[src/rtl/cdf_pkg.sv]
// rtl/cdf_pkg.sv - shared state encoding and defaults for the CDF pass sequencer
package cdf_pkg;

  typedef enum logic [1:0] {
    ST_IDLE   = 2'd0,
    ST_SETUP  = 2'd1,
    ST_RUN    = 2'd2,
    ST_FINISH = 2'd3
  } cdf_state_e;

  localparam int          CDF_TIMEOUT_DEF = 512;
  localparam int          CDF_GAP_DEF     = 2;
  localparam logic [15:0] CDF_DATA_TAG    = 16'haaaa;

endpackage

[src/rtl/cdf_rd_arb.sv]
// rtl/cdf_rd_arb.sv - shared read-memory address mux: fetch stage owns the port in RUN,
// the host owns it otherwise
module cdf_rd_arb
  import cdf_pkg::*;
(
  input  logic [1:0]  state_i,
  input  logic [15:0] fetch_addr_i,
  input  logic        host_rd_en_i,
  input  logic [15:0] host_rd_addr_i,
  output logic [15:0] mem_addr_o,
  output logic        host_rd_grant_o
);

  always_comb begin
    mem_addr_o      = host_rd_addr_i;
    host_rd_grant_o = host_rd_en_i;
    if (state_i == ST_RUN) begin
      mem_addr_o      = fetch_addr_i;
      host_rd_grant_o = 1'b0;
    end
  end

endmodule

[src/rtl/cdf_sequencer.sv]
// rtl/cdf_sequencer.sv - sequences CDF fetch passes with a one-entry request slot,
// a RUN watchdog and pass bookkeeping
module cdf_sequencer
  import cdf_pkg::*;
#(
  parameter int TIMEOUT = CDF_TIMEOUT_DEF,
  parameter int GAP     = CDF_GAP_DEF
) (
  input  logic        clock,
  input  logic        reset_n,
  input  logic        req_valid,
  input  logic        req_bank,
  output logic        req_ready,
  output logic        fetch_start,
  output logic        fetch_base,
  input  logic [15:0] fetch_addr,
  input  logic        fetch_done,
  input  logic        host_rd_en,
  input  logic [15:0] host_rd_addr,
  output logic        host_rd_grant,
  output logic [15:0] mem_addr,
  output logic        busy,
  output logic        pass_done,
  output logic        pass_bank,
  output logic        timeout_err,
  output logic [7:0]  pass_count
);

  localparam int            TMAX       = (TIMEOUT > GAP) ? TIMEOUT : GAP;
  localparam int            TW         = $clog2(TMAX + 1);
  localparam logic [TW-1:0] RUN_LAST   = TW'(TIMEOUT - 1);
  localparam logic [TW-1:0] SETUP_LAST = TW'(GAP - 1);

  cdf_state_e    state_q, state_d;
  logic          cur_bank_q, cur_bank_d;
  logic          slot_full_q, slot_full_d;
  logic          slot_bank_q, slot_bank_d;
  logic [TW-1:0] timer_q, timer_d;
  logic          pass_to_q, pass_to_d;
  logic          timeout_err_q, timeout_err_d;
  logic [7:0]    pass_count_q, pass_count_d;

  logic accept;
  logic run_to;

  assign accept = req_valid & ~slot_full_q;
  assign run_to = (state_q == ST_RUN) & ~fetch_done & (timer_q == RUN_LAST);

  always_ff @(posedge clock) begin
    if (!reset_n) begin
      state_q <= ST_IDLE;
    end else begin
      state_q <= state_d;
    end
  end

  always_comb begin
    state_d = state_q;
    case (state_q)
      ST_IDLE:   if (accept) state_d = ST_SETUP;
      ST_SETUP:  if (timer_q == SETUP_LAST) state_d = ST_RUN;
      ST_RUN:    if (fetch_done || timer_q == RUN_LAST) state_d = ST_FINISH;
      ST_FINISH: state_d = (slot_full_q || accept) ? ST_SETUP : ST_IDLE;
      default:   state_d = ST_IDLE;
    endcase
  end

  always_comb begin
    busy        = 1'b0;
    fetch_start = 1'b0;
    pass_done   = 1'b0;
    busy        = (state_q != ST_IDLE);
    fetch_start = (state_q == ST_RUN);
    pass_done   = (state_q == ST_FINISH);
  end

  assign req_ready   = ~slot_full_q;
  assign fetch_base  = cur_bank_q;
  assign pass_bank   = pass_done & cur_bank_q;
  assign timeout_err = timeout_err_q;
  assign pass_count  = pass_count_q;

  always_comb begin
    cur_bank_d    = cur_bank_q;
    slot_full_d   = slot_full_q;
    slot_bank_d   = slot_bank_q;
    pass_to_d     = pass_to_q;
    timeout_err_d = timeout_err_q;
    pass_count_d  = pass_count_q;
    timer_d       = (state_d != state_q || state_q == ST_IDLE) ? '0 : timer_q + 1'b1;

    // A request arriving in FINISH passes straight through the (empty) slot to the next pass.
    if (accept) begin
      if (state_q == ST_IDLE || state_q == ST_FINISH) begin
        cur_bank_d = req_bank;
      end else begin
        slot_full_d = 1'b1;
        slot_bank_d = req_bank;
      end
    end
    if (state_q == ST_FINISH && slot_full_q) begin
      cur_bank_d  = slot_bank_q;
      slot_full_d = 1'b0;
    end

    // fetch_done beats the watchdog when both land on the last RUN cycle.
    if (state_q == ST_RUN && fetch_done) begin
      pass_to_d = 1'b0;
    end else if (run_to) begin
      pass_to_d     = 1'b1;
      timeout_err_d = 1'b1;
    end
    if (state_q == ST_FINISH && !pass_to_q) begin
      pass_count_d = pass_count_q + 8'd1;
    end
  end

  always_ff @(posedge clock) begin
    if (!reset_n) begin
      cur_bank_q    <= 1'b0;
      slot_full_q   <= 1'b0;
      slot_bank_q   <= 1'b0;
      timer_q       <= '0;
      pass_to_q     <= 1'b0;
      timeout_err_q <= 1'b0;
      pass_count_q  <= 8'd0;
    end else begin
      cur_bank_q    <= cur_bank_d;
      slot_full_q   <= slot_full_d;
      slot_bank_q   <= slot_bank_d;
      timer_q       <= timer_d;
      pass_to_q     <= pass_to_d;
      timeout_err_q <= timeout_err_d;
      pass_count_q  <= pass_count_d;
    end
  end

  cdf_rd_arb u_rd_arb (
    .state_i         (state_q),
    .fetch_addr_i    (fetch_addr),
    .host_rd_en_i    (host_rd_en),
    .host_rd_addr_i  (host_rd_addr),
    .mem_addr_o      (mem_addr),
    .host_rd_grant_o (host_rd_grant)
  );

endmodule

[config.mk]
export PLATFORM = sky130hd
export DESIGN_NAME = cdf_sequencer
export DESIGN_NICKNAME = d
export VERILOG_FILES = /design/src/rtl/cdf_pkg.sv /design/src/rtl/cdf_rd_arb.sv /design/src/rtl/cdf_sequencer.sv
export SDC_FILE = /design/constraint.sdc
export NUM_CORES = 1
export LEC_CHECK = 0
export ABC_AREA = 1
export CAP_MARGIN = 10
export CORE_AREA = 2 2 61 63
export DETAILED_ROUTE_END_ITERATION = 8
export DIE_AREA = 0 0 63 65
export PLACE_DENSITY_LB_ADDON = 0.25
export SYNTH_ARGS = -nofsm -noshare
export SYNTH_HDL_FRONTEND = slang
export SYNTH_SLANG_ARGS = --single-unit
[constraint.sdc]
create_clock -name clock -period 5.3 [get_ports clock]
set_clock_uncertainty 0.2 [all_clocks]
set_input_delay 1.06 -clock clock [delete_from_list [all_inputs] [get_ports clock]]
set_output_delay 1.06 -clock clock [all_outputs]
set_load 0.03 [all_outputs]
==> impl_metrics.env <==
export IMPL_io_pins=70
export IMPL_crit_cells=6
export IMPL_clkPwrFrac=0.099
export IMPL_peakVddDrop_uv=237.9
export IMPL_core_mm2=0.003496
export IMPL_rows=22
export IMPL_p_sw_frac=0.4926
export IMPL_setup_tns_ps=0
export IMPL_ys_ff_latch=25
export IMPL_drtPass1Iterations=4
export IMPL_clk_insertion_delay_late_ps=330
export IMPL_crit_family="buffers and inverters"
export IMPL_cp_cell_sequence="inv_1 -> ha_1 -> inv_2 -> nand2_1 -> nand2_1 -> clkdlybuf4s50_1"
export IMPL_cts_resized=0
export IMPL_fillers=328
export IMPL_worstPathRequired_ps=4040
export IMPL_dp_hpwl_um=2819
export IMPL_layout_common_cells="nand2_1, clkdlybuf4s50_1, dfxtp_1"
export IMPL_holdBufCountCts=0
export IMPL_p_leak_nw=0.9037
export IMPL_antenna_found_initial=0
export IMPL_critPathSlowestCell="ha_1"
export IMPL_cp_end_kind="output pin"
export IMPL_drive_gt1_frac=0.07368
export IMPL_fin_crit_ps=3888
export IMPL_tightest_slew_ps=735.9
export IMPL_final_nets=331
export IMPL_layout_commonest_cell="nand2_1"
export IMPL_intPower_mw=0.4489
export IMPL_ys_types=28
export IMPL_antenna_cells=0
export IMPL_synth_nets=260
export IMPL_fmax_mhz=257.2
export IMPL_die_h_um=65
export IMPL_relSlewSlack=0.5094
export IMPL_p_sw_mw=0.4357
export IMPL_synthCells=215
export IMPL_grt_pass1_wl_um=6237
export IMPL_grt_pass1_vias=1534
export IMPL_dieArea_mm2=0.004095
export IMPL_synth_area_per_cell_um2=6.867
export IMPL_crit_top_cell="nand2_1"
export IMPL_routabilityCongestion=0.7672
export IMPL_area_growth_pct=51.95
export IMPL_grt_util_all_layers=0.1871
export IMPL_seqPwrFrac=0.257
export IMPL_startpoint="state_q[0]$_SDFF_PN0_"
export IMPL_clkTransAtPathRegs_ps=140
export IMPL_final_area_mm2=0.002243
export IMPL_cap_violations=0
export IMPL_grt_setup_unrepaired="no"
export IMPL_wire_per_inst_um=10.87
export IMPL_vias_per_cell=4.691
export IMPL_crit_buf_inv=3
export IMPL_crit_type="reg2out"
export IMPL_drtAntennaViolNets=0
export IMPL_drt_wl_total_um=3621
export IMPL_hold_viol_final=0
export IMPL_io_buffers=69
export IMPL_ys_seq_area_frac=0.3390
export IMPL_fp_dieW_um=63
export IMPL_initial_core_util=0.4223
export IMPL_clockBufferDepth=2
export IMPL_cts_sinks=25
export IMPL_cts_tree="yes"
export IMPL_dpl_cell_area_mm2=0.002216
export IMPL_reg2regPathDepth=9
export IMPL_finalCritPeriodShare=0.7336
export IMPL_combPwrFrac=0.644
export IMPL_status="completed"
export IMPL_cts_setup_buffers=0
export IMPL_via_count=1562
export IMPL_crit_arrival_ps=2630
export IMPL_yosys_warnings=0
export IMPL_synthesis_area_mm2=0.001476
export IMPL_path_max_fanout=21
export IMPL_min_delay_path_class="reg2reg"
export IMPL_h_tree_depth=1
export IMPL_r2r_end="timer_q[7]$_SDFF_PP0_"
export IMPL_finalSetupViolations=0
export IMPL_power_density_mw_per_mm2=394.3
export IMPL_r2r_slack_ps=2700
export IMPL_worstSetupStartpointType="register"
export IMPL_slew_viol_final=0
export IMPL_cts_root_buf="clkbuf_4"
export IMPL_drt_iter0_markers=68
export IMPL_crit_path_max_incr_delay_ps=660
export IMPL_r2r_start="state_q[0]$_SDFF_PN0_"
export IMPL_grt_start_max_net_pins=22
export IMPL_route_detailed_drc=0
export IMPL_cts_made_buffers=3
export IMPL_globalRouteOverflowTotal=0
export IMPL_endpoint="mem_addr[10]"
## logic make-up (layout without fill, tap and decap cells)
family,count (synthesis),count (layout),share of synthesized area
and+or+nand+nor,126,126,0.3975
buffers and inverters,27,97,0.06865
DFF,25,25,0.3390
AOI/OAI and AO/OA,21,21,0.08220
xor gates and xnor gates,9,9,0.05339
adders and majority gates,7,7,0.05932
## state kept, by name, summed over array words and instances, names as in the netlist
| signal | flops |
|---|---|
| timer_q | 10 |
| pass_count | 8 |
| state_q | 2 |
| fetch_base | 1 |
| pass_to_q | 1 |
| slot_bank_q | 1 |
| slot_full_q | 1 |
| timeout_err | 1 |
## per-stage QoR
stage | instances | utilization | power [mW] | hold slack [ps] | worst slack [ps]
after floorplan | 215 | - | 0.5958 | 228.8 | 2312
after global placement | 329 | 0.6339 | 0.7957 | 236.0 | 1699
after detailed placement | 329 | 0.6339 | 0.8003 | 240.9 | 1668
after CTS | 333 | 0.6417 | 0.8921 | 261.1 | 1357
after global routing | 333 | 0.6417 | 0.9544 | 281.6 | 1140
final | 333 | 0.6417 | 0.8846 | 256.8 | 1412
## Yosys cell counts, drive strengths merged
master / instances / share of area
a211oi: 1 / 0.0051
dfxtp: 25 / 0.34
nor3b: 2 / 0.010
xnor2: 4 / 0.024
nand2: 73 / 0.19
xor2: 5 / 0.030
a221oi: 1 / 0.0059
nor3: 12 / 0.044
o21a: 1 / 0.0051
clkbuf: 2 / 0.0051
clkinv: 2 / 0.0051
nand3: 11 / 0.059
ha: 7 / 0.059
a31oi: 2 / 0.0085
nand4: 3 / 0.013
a21oi: 7 / 0.024
inv: 22 / 0.056
nor2: 25 / 0.081
buf: 1 / 0.0025
o21ai: 7 / 0.024
o21bai: 2 / 0.010
## worst reg2reg max path, cell delays in order (launching register included)
cell	delay, ps
dfxtp_1	380
inv_1	150
ha_1	660
inv_2	320
nor2_1	160
nand4_1	140
nand3_1	130
nand3_1	90
nand2_2	200
nor3_1	80
## power groups by stage
stage	clock, mW	sequential, mW	combinational (mW)
floorplan	0	0.235	0.361
global placement	0	0.230	0.566
detailed placement	0	0.231	0.569
CTS	0.0911	0.227	0.574
global route	0.0985	0.230	0.626
finish	0.0878	0.227	0.570
## layer usage
metal	global-route usage	wire length, um
met5	0	0
met4	0.05000	38
met3	0.05903	263
met2	0.3311	1684
met1	0.2173	1634
## how the worst min path moves through the flow
stage	start	endpoint	slack (ps)	depth (start not counted)
global placement	timeout_err$_SDFFE_PN0P_	timeout_err$_SDFFE_PN0P_	240	2
CTS	timeout_err$_SDFFE_PN0P_	timeout_err$_SDFFE_PN0P_	260	2
floorplan	slot_bank_q$_SDFFE_PN0P_	slot_bank_q$_SDFFE_PN0P_	230	2
global route	timeout_err$_SDFFE_PN0P_	timeout_err$_SDFFE_PN0P_	280	2
finish	timeout_err$_SDFFE_PN0P_	timeout_err$_SDFFE_PN0P_	260	2
detailed placement	timeout_err$_SDFFE_PN0P_	timeout_err$_SDFFE_PN0P_	240	2
## layout make-up
type | count | area, um^2 | share of cell area
multi-input combinational | 163 | 874.6 | 0.3898
timing repair buffer | 69 | 690.7 | 0.3079
sequential | 25 | 500.5 | 0.2231
inverter | 24 | 90.09 | 0.04016
tap | 48 | 60.06 | 0.02677
clock buffer | 3 | 22.52 | 0.01004
clock inverter | 1 | 5.005 | 0.002231
Power figures use the tool's default switching activity.
